**src/rtl/blockloader_pkg.sv**
```systemverilog
// rtl/blockloader_pkg.sv - shared types and constants for the block loader
// Contents: state_t (FILL/ISSUE/WAIT/FIN), WORDS_PER_BLK, PAD_BYTE, byte_swap32().
package blockloader_pkg;

   typedef enum logic [1:0] {
      FILL  = 2'd0,
      ISSUE = 2'd1,
      WAIT  = 2'd2,
      FIN   = 2'd3
   } state_t;

   localparam int         WORDS_PER_BLK = 4;
   localparam logic [7:0] PAD_BYTE      = 8'h01;

   // Reverses byte order so a big-endian word lands with its first byte in [7:0].
   function automatic logic [31:0] byte_swap32(input logic [31:0] w);
      return {w[7:0], w[15:8], w[23:16], w[31:24]};
   endfunction

endpackage

```
**src/rtl/blockloader_pad.sv**
```systemverilog
// rtl/blockloader_pad.sv - combinational padding of a 16-byte block
// Ports:
//   buffer [127:0] in  : collected message bytes, byte i at [8i+7:8i]
//   n      [4:0]   in  : valid byte count in the block (1..16)
//   last           in  : block closes the message
//   m      [128:0] out : padded block; m[128] flags a full block
module blockloader_pad
   import blockloader_pkg::*;
(
   input  logic [127:0] buffer,
   input  logic [4:0]   n,
   input  logic         last,
   output logic [128:0] m
);

   always_comb begin
      m = '0;
      // A block that does not end the message is always full.
      if (!last || n == 5'd16) begin
         m = {1'b1, buffer};
      end else begin
         // Keep bytes below n, put the pad marker at n, zero everything above.
         for (int i = 0; i < WORDS_PER_BLK * 4; i++) begin
            if (5'(i) < n)
               m[8*i +: 8] = buffer[8*i +: 8];
            else if (5'(i) == n)
               m[8*i +: 8] = PAD_BYTE;
         end
      end
   end

endmodule

```
**src/rtl/blockloader.sv**
```systemverilog
// rtl/blockloader.sv - collects 32-bit message words into padded 16-byte blocks
// Optional feature macro: BLOCKLOADER_BYTESWAP_EN (big-endian din capture).
// Ports:
//   clk, reset         : clock, synchronous active-high reset
//   din[31:0], din_valid, din_ready, din_last, din_bytes[1:0] : word input
//   m[128:0], start    : padded block and its one-cycle launch pulse
//   pb_done            : processing stage completion pulse
//   msg_done           : one-cycle pulse after the final block completes
//   busy               : high except when idle in FILL with no words held
module blockloader
   import blockloader_pkg::*;
(
   input  logic         clk,
   input  logic         reset,
   input  logic [31:0]  din,
   input  logic         din_valid,
   output logic         din_ready,
   input  logic         din_last,
   input  logic [1:0]   din_bytes,
   output logic [128:0] m,
   output logic         start,
   input  logic         pb_done,
   output logic         msg_done,
   output logic         busy
);

   state_t       state;
   logic [1:0]   k;
   logic         last_flag;
   logic [127:0] buffer;

   logic [31:0]  cap_word;
   logic [127:0] buf_next;
   logic [2:0]   last_b;
   logic [4:0]   n_next;
   logic [128:0] pad_m;
   logic         transfer;
   logic         closing;

`ifdef BLOCKLOADER_BYTESWAP_EN
   assign cap_word = byte_swap32(din);
`else
   assign cap_word = din;
`endif

   assign din_ready = (state == FILL);
   assign transfer  = din_valid & din_ready;
   assign closing   = (k == 2'(WORDS_PER_BLK - 1)) || din_last;

   // The pad stage sees the buffer as it will be after this transfer, so m
   // can be registered on the closing edge and be valid together with start.
   always_comb begin
      buf_next = buffer;
      buf_next[{k, 5'b00000} +: 32] = cap_word;
      if (din_last && din_bytes != 2'd0)
         last_b = {1'b0, din_bytes};
      else
         last_b = 3'd4;
      n_next = {1'b0, k, 2'b00} + {2'b00, last_b};
   end

   blockloader_pad u_pad (
      .buffer (buf_next),
      .n      (n_next),
      .last   (din_last),
      .m      (pad_m)
   );

   always_ff @(posedge clk) begin
      if (reset) begin
         state     <= FILL;
         k         <= 2'd0;
         last_flag <= 1'b0;
         buffer    <= '0;
         m         <= '0;
         start     <= 1'b0;
         msg_done  <= 1'b0;
         busy      <= 1'b0;
      end else begin
         case (state)
            FILL: begin
               if (transfer) begin
                  buffer <= buf_next;
                  busy   <= 1'b1;
                  if (closing) begin
                     m         <= pad_m;
                     k         <= 2'd0;
                     last_flag <= din_last;
                     start     <= 1'b1;
                     state     <= ISSUE;
                  end else begin
                     k <= k + 2'd1;
                  end
               end
            end
            ISSUE: begin
               start <= 1'b0;
               state <= WAIT;
            end
            WAIT: begin
               if (pb_done) begin
                  if (last_flag) begin
                     msg_done <= 1'b1;
                     state    <= FIN;
                  end else begin
                     k     <= 2'd0;
                     busy  <= 1'b0;
                     state <= FILL;
                  end
               end
            end
            FIN: begin
               msg_done  <= 1'b0;
               last_flag <= 1'b0;
               buffer    <= '0;
               k         <= 2'd0;
               busy      <= 1'b0;
               state     <= FILL;
            end
            default: state <= FILL;
         endcase
      end
   end

endmodule
```
**config.mk**
```make
export PLATFORM = sky130hd
export DESIGN_NAME = blockloader
export DESIGN_NICKNAME = d
export VERILOG_FILES = /design/src/rtl/blockloader_pkg.sv /design/src/rtl/blockloader_pad.sv /design/src/rtl/blockloader.sv
export SDC_FILE = /design/constraint.sdc
export NUM_CORES = 1
export LEC_CHECK = 0
export ABC_AREA = 1
export ABC_CLOCK_PERIOD_IN_PS = 2300
export CORE_MARGIN = 5
export CORE_UTILIZATION = 44
export CTS_CLUSTER_DIAMETER = 120
export DETAILED_ROUTE_END_ITERATION = 8
export GPL_ROUTABILITY_DRIVEN = 0
export PLACE_DENSITY = 0.69
export SLEW_MARGIN = 40
export SYNTH_ARGS = -nofsm -noshare
export SYNTH_HDL_FRONTEND = slang
export SYNTH_SLANG_ARGS = --single-unit
```
**constraint.sdc**
```tcl
create_clock -name clk -period 2.3 [get_ports clk]
set_clock_uncertainty 0.2 [all_clocks]
set_input_delay 0.46 -clock clk [delete_from_list [all_inputs] [get_ports clk]]
set_output_delay 0.46 -clock clk [all_outputs]
set_load 0.05 [all_outputs]
```
==> run metrics <==
status complete, no violations; vias in the first global route 11000; dominant cell type by area after synthesis dfxtp_1; Max Transition Viols Final 0; Seq/Total Area, Yosys around 46%; synth cell count leaders 681 x nand2_1, 265 x dfxtp_1, 257 x a21oi_1, 88 x o21ai_0, 62 x inv_1; routed vias/inst between 5 and 6; reg-to-reg endpoint m[113]$_SDFFE_PP0P_; Crit. End Element flop; top cell type's share of synthesized area a little under half; Final #Nets 1869; Worst Min Path Start reset; top_reg_cell synth dfxtp_1; largest net degree at the start of global routing around 150; Tightest Pin Transition slightly below 700 ps; clk_lat worst skew between 500 and 600 ps; critical path cell sequence buf_4, ha_4, inv_2, ha_4, o21ai_4, nand3_4, nand2_2, inv_2, nor3_4, buf_6, nand2_1, a21oi_2; Pwr Total between 0.01 and 0.015 W; fmax about 460 MHz; Mapped Nets 1680; Layout area overhead 29.1%; cts hold-fix bufs 0; Die H 171 um; Vias between 10000 and 15000; Fin. Hold Viols 0; diode count 0; Final Util 57.1%; Post-DP HPWL 27000 um; initial antenna violation count 0; Routed Antenna Nets 0; crit path time final 2200 ps; first-pass GRT wire length ~58000 um; CP delay by family, top simple AND/OR/NAND/NOR gates; CP peak stage delay roughly 340 ps; VDD IR max 0.447 mV; Initial Utilization between 40 and 50%; share of post-route cells with drive strength above 1 a little over a tenth; Post-Layout Cell Count approximately 2200; max_cap viols 0; IO Pins roughly 170; crit path launch type flop; worst min-delay path class in2reg; synthesized cell area 11400 sq um; core area 25800 sq um; area of the multi-input gates ~5400 sq um; number of buffers and inverters on the critical path 4; RSZ-0062 raised after global routing no; fillers 2503; die width about 170 um; # H-tree levels 1; Pre-antenna DRT Iters 5; Tcrit/Tclk final between 90% and 100%; required time of the critical path between 2000 and 3000 ps; 1st-iter DRT viols 1139; Final Setup Violations 0; Post-route DRC 0; Die Area about 29000 sq um; Overall Global Routing Usage about a quarter; total CTS buffers 28; Post-synth EDFFs 0; dpl cells between 2000 and 2500; Syn Area/Cell between 7 and 8 sq um; Synth cell types 40; Hold Crit Depth 3; Worst Path Arrival between 2000 and 2500 ps; largest cells by area after synthesis dfxtp_1 46%, nand2_1 22%, a21oi_1 11%; Port Buffers around 170; Crit Path Category reg2reg; CTS max path bufs 3; Syn Inst Count 1632; Max FO, Critical Path 8; CTS root buf clkbuf_16; Slew Limit Headroom between 50 and 60%; clock slew at reported path FFs approximately 60 ps; Overflow after GRT 0; leakage between 5 and 6 nW; Worst R2R Setup Slack roughly 100 ps; Pwr per Cell Area slightly above 700 nW/um^2; Synth Register Bits approximately 270; Cell Rows between 50 and 60; WL per Instance ~17 um; most common cell in the netlist nand2_1; CTS tree yes; Reg2Reg Depth 12; Ys Warns 0; clock sinks about 270; register area ~5300 sq um; asr flop ratio synth 0%; RR Startpoint k[0]$_SDFFE_PP0P_; Hold Crit Endpoint buffer[48]$_SDFFE_PP0P_; Routed WL between 30000 and 40000 um; crit path max-delay cell type dfxtp_2
==> worst max-delay path by stage <==
stage | startpoint | to | depth (start not counted)
CTS | k[0]$_SDFFE_PP0P_ | m[53]$_SDFFE_PP0P_ | 7
floorplan | din_bytes[0] | m[71]$_SDFFE_PP0P_ | 13
detailed placement | din_bytes[0] | m[66]$_SDFFE_PP0P_ | 13
global route | k[0]$_SDFFE_PP0P_ | buffer[97]$_SDFFE_PP0P_ | 12
finish | k[0]$_SDFFE_PP0P_ | m[113]$_SDFFE_PP0P_ | 12
global placement | din_bytes[0] | m[71]$_SDFFE_PP0P_ | 13
==> power breakdown <==
part | switching [W] | internal [W]
clock | 0.00179 | 0.00252
combinational | 0.000947 | 0.000432
sequential | 0.0000533 | 0.00468
==> placed cells by master, fill, tap and decap left out, types with 2 or more instances in the layout <==
master	instances
ha_1	6
o31ai_1	20
buf_6	3
a21oi_1	254
o21ai_0	74
nor2_4	4
dlygate4sd2_1	124
buf_4	88
o21ai_1	31
a2bb2oi_1	3
nor3_1	6
a21oi_2	2
inv_2	18
nor2_1	23
nand2_1	679
clkinv_2	4
dfxtp_1	264
a22o_1	9
a21oi_4	4
clkbuf_8	7
nor2_2	6
o21ai_4	3
clkbuf_16	29
a31oi_1	4
inv_1	60
buf_12	14
o22ai_1	2
nand3_1	24
ha_4	2
nand4_1	9
nor3_4	2
clkdlybuf4s50_1	34
nand2_2	3
o211ai_1	2
clkbuf_1	9
==> per-stage QoR <==
stage	TNS [ps]	instance area, sq um	setup slack [ps]	hold slack (ps)
5_1_grt	0	14800	0.423	255
3_5_place_dp	-62170	14000	-606	254
3_3_place_gp	-55210	14000	-542	245
6_report	0	14800	104	234
4_1_cts	0	14700	3.49	254
2_1_floorplan	-1260	11500	-52.0	240
==> worst min-delay path, cell delays in order <==
cell	delay, ps
buf_6	110
buf_12	210
nor2_1	140
==> layer usage <==
| layer | track usage, % | share of wire [%] | vias to the layer above |
|---|---|---|---|
| met5 | 0 | 0 | - |
| met4 | 12.5 | 5.6 | 0 |
| met3 | 5.40 | 8.5 | 105 |
| met2 | 39.6 | 45 | 446 |
| met1 | 32.2 | 41 | 5336 |
| li1 | - | - | 5677 |
==> kinds of logic (layout without fill, tap and decap cells) <==
kind of cell	after synthesis	after routing	synth area share, %
compound gates	414	414	19.6
flops	265	265	46.4
buf+inv	185	393	6.84
simple gates	759	759	26.2
fa+ha+maj	9	9	0.985
==> what timing repair did <==
item	in CTS	in global routing
setup buffers	1	0
endpoints found under the setup margin	144	149
gates cloned	0	0
pin swaps	4	2
gates resized for setup	126	25
==> layout make-up <==
type / count / share of cell area (%)
inverters: 79 / 2.01
well taps: 335 / 2.84
clock buffers: 45 / 5.80
clock inverters: 4 / 0.136
repair buffers: 265 / 16.4
flip-flops and latches: 265 / 35.9
multi-input cells: 1182 / 36.8
==> registers in the layout, summed over array words and instances, names as in the netlist <==
name       count
m            129
buffer       128
k              2
state          2
busy           1
last_flag      1
msg_done       1
start          1
(Power assumes the default switching activity.)
==> edit, RTL diff (same flow settings) <==
Reset style: asynchronous (`reset`), changed in one clocked block. Comments in the files are not updated.
--- a/src/rtl/blockloader.sv
+++ b/src/rtl/blockloader.sv
@@ -66,7 +66,7 @@
       .m      (pad_m)
    );
 
-   always_ff @(posedge clk) begin
+   always_ff @(posedge clk or posedge reset) begin
       if (reset) begin
          state     <= FILL;
          k         <= 2'd0;
Behaviour: differs if reset is asserted again (counterexample within 4 cycles, from zero or initial values and one cycle with reset high); with reset held inactive, the same outputs for 4 cycles.
==> edit against the unedited design <==
Core utilization is 1.2 points higher; sequential cell count stayed put; largest cell class is now registers; synthesized area is 5.9% higher; cell area is 6.8% higher; critical path type is now input pin to flop; sequential share of layout area is 6.1 points higher; die area is 5.6% higher; critical path depth is 1 lower; wire length is 1.2% lower; worst setup slack worse by 0.028 ns; critical endpoint is now m[15].
Power is not compared: it rests on default switching activity, and its combinational part moved more than twofold at a synthesized area within 25%.
==> edit: results (changes against the unedited design) <==
| Metric | Value |
|---|---|
| Status | finished clean |
| HPWL Detailed | 26,700 microns (-1.0%) |
| Area delta synth->final | 30.2% |
| Distinct cells, synth | 38 (-5.0%) |
| CP max stage delay | 0.52 ns (+0.18 ns) |
| GR met2 Demand/Resource | 35.1% (-4.5 points) |
| Clock tree cell share of total cell area | 5.64% (-0.29 points) |
| Synth Net Count | 1,469 (-13%) |
| Slew at the pin closest to its max-slew limit | 0.547 ns (-0.132 ns) |
| Hold WS | 0.277 ns (+0.0429 ns) |
| Total number of multi-input combinational cells | 944 (-20%) |
| Non-clock buffer total of the final layout | 281 (+6.0%) |
| Clock Buffer Count | 43 (-4.4%) |
| Flop2flop setup slack | 0.12 ns (+0.02 ns) |
| Worst min-delay path category | flop to flop |
| Final #Nets | 1,689 (-9.6%) |
| Max FO, Critical Path | 8 (unchanged) |
| Initial DRC count | 1,074 (-5.7%) |
| Via/cell ratio | 5.49 (+3.3%) |
| NonClk Buf Share | 16.8% (+0.35 points) |
| Seq/Total Area, Yosys | 54.7% (+8.4 points) |
| Fraction of area in registers | 42.0% (+6.1 points) |
| Placed Cells | 1,948 (-8.3%) |
| Worst setup path end | m[15] |
| Number of non-clock inverters | 121 (+53%) |
| Largest cells by area after synthesis | dfrtp_1 (55%), o21ai_0 (10%), nand2_1 (9.4%) |
| R2R Path End | m[79] |
| Pin count of the biggest net entering global routing | 81 (-45%) |
| Hold path startpoint | m[36] |
| Crit-path slowest cell | clkdlybuf4s50_1 |
| Share of layout cells above drive strength 1 | 13.4% (+2.8 points) |
| Via count | 11,000 (-4.9%) |
| Fillers | 2,449 (-2.2%) |
| Post-Synthesis Cells | 1,421 (-13%) |
| First-pass GRT wire length | 59,200 microns (+1.3%) |
| Post-DP Area | 14,900 sq um (+6.4%) |
| Hold endpoint | m[36] |
| Synth Flop Type | dfrtp_1 |
| Place WS | -0.688 ns (-0.0810 ns) |
| Wirelength per Cell | 18.6 microns (+7.3%) |
| Async SR Flop Fraction | 100% (+100 points) |
| Aggregate global-route resource usage | 23.6% (-1.3 points) |
| Critical R2R Launch | k[0] |
| Post-synth top cells | nand2_1 (304), dfrtp_1 (265), o21ai_0 (249) |
| GRT met1 Usage | 34.6% (+2.4 points) |
| Hold depth | 2 (-1) |
| Maximum clock frequency | 450 MHz (-1.3%) |
edit: cells by family after synthesis:
kind of cell	share of synthesized area [%]
and+or+nand+nor	19.1
DFF	54.7
AOI/OAI and AO/OA	17.8
buffers and inverters	7.43
adders and majority gates	0.930
edit: where the power goes:
part           internal [mW]  leakage [nW]  switching, mW
Sequential              5.48          3.63          0.494
Combinational           2.30          3.90           5.12
Clock                   2.55         0.436           1.87
Total                   10.3          7.96           7.49
edit: routing by layer:
layer	vias up	part of all wire, %	wire length, microns
met2	471	44	16400
met3	81	7.7	2890
met1	5256	45	16700
li1	5191	-	-
met5	-	0	0
met4	0	3.7	1370
edit: timing repair:
action                                  in CTS  in global routing
gates resized for setup                    110                 43
setup buffers                                1                  2
endpoints found under the setup margin     121                110
hold buffers                                 1                  0
endpoints found under the hold margin        1                  0
pin swaps                                    3                  5
edit: worst max-delay path: cells and delay by family:
family | cells | cell delay (ns)
buf+inv | 3 | 0.79
fa+ha+maj | 2 | 0.40
simple gates | 3 | 0.39
compound gates | 3 | 0.42
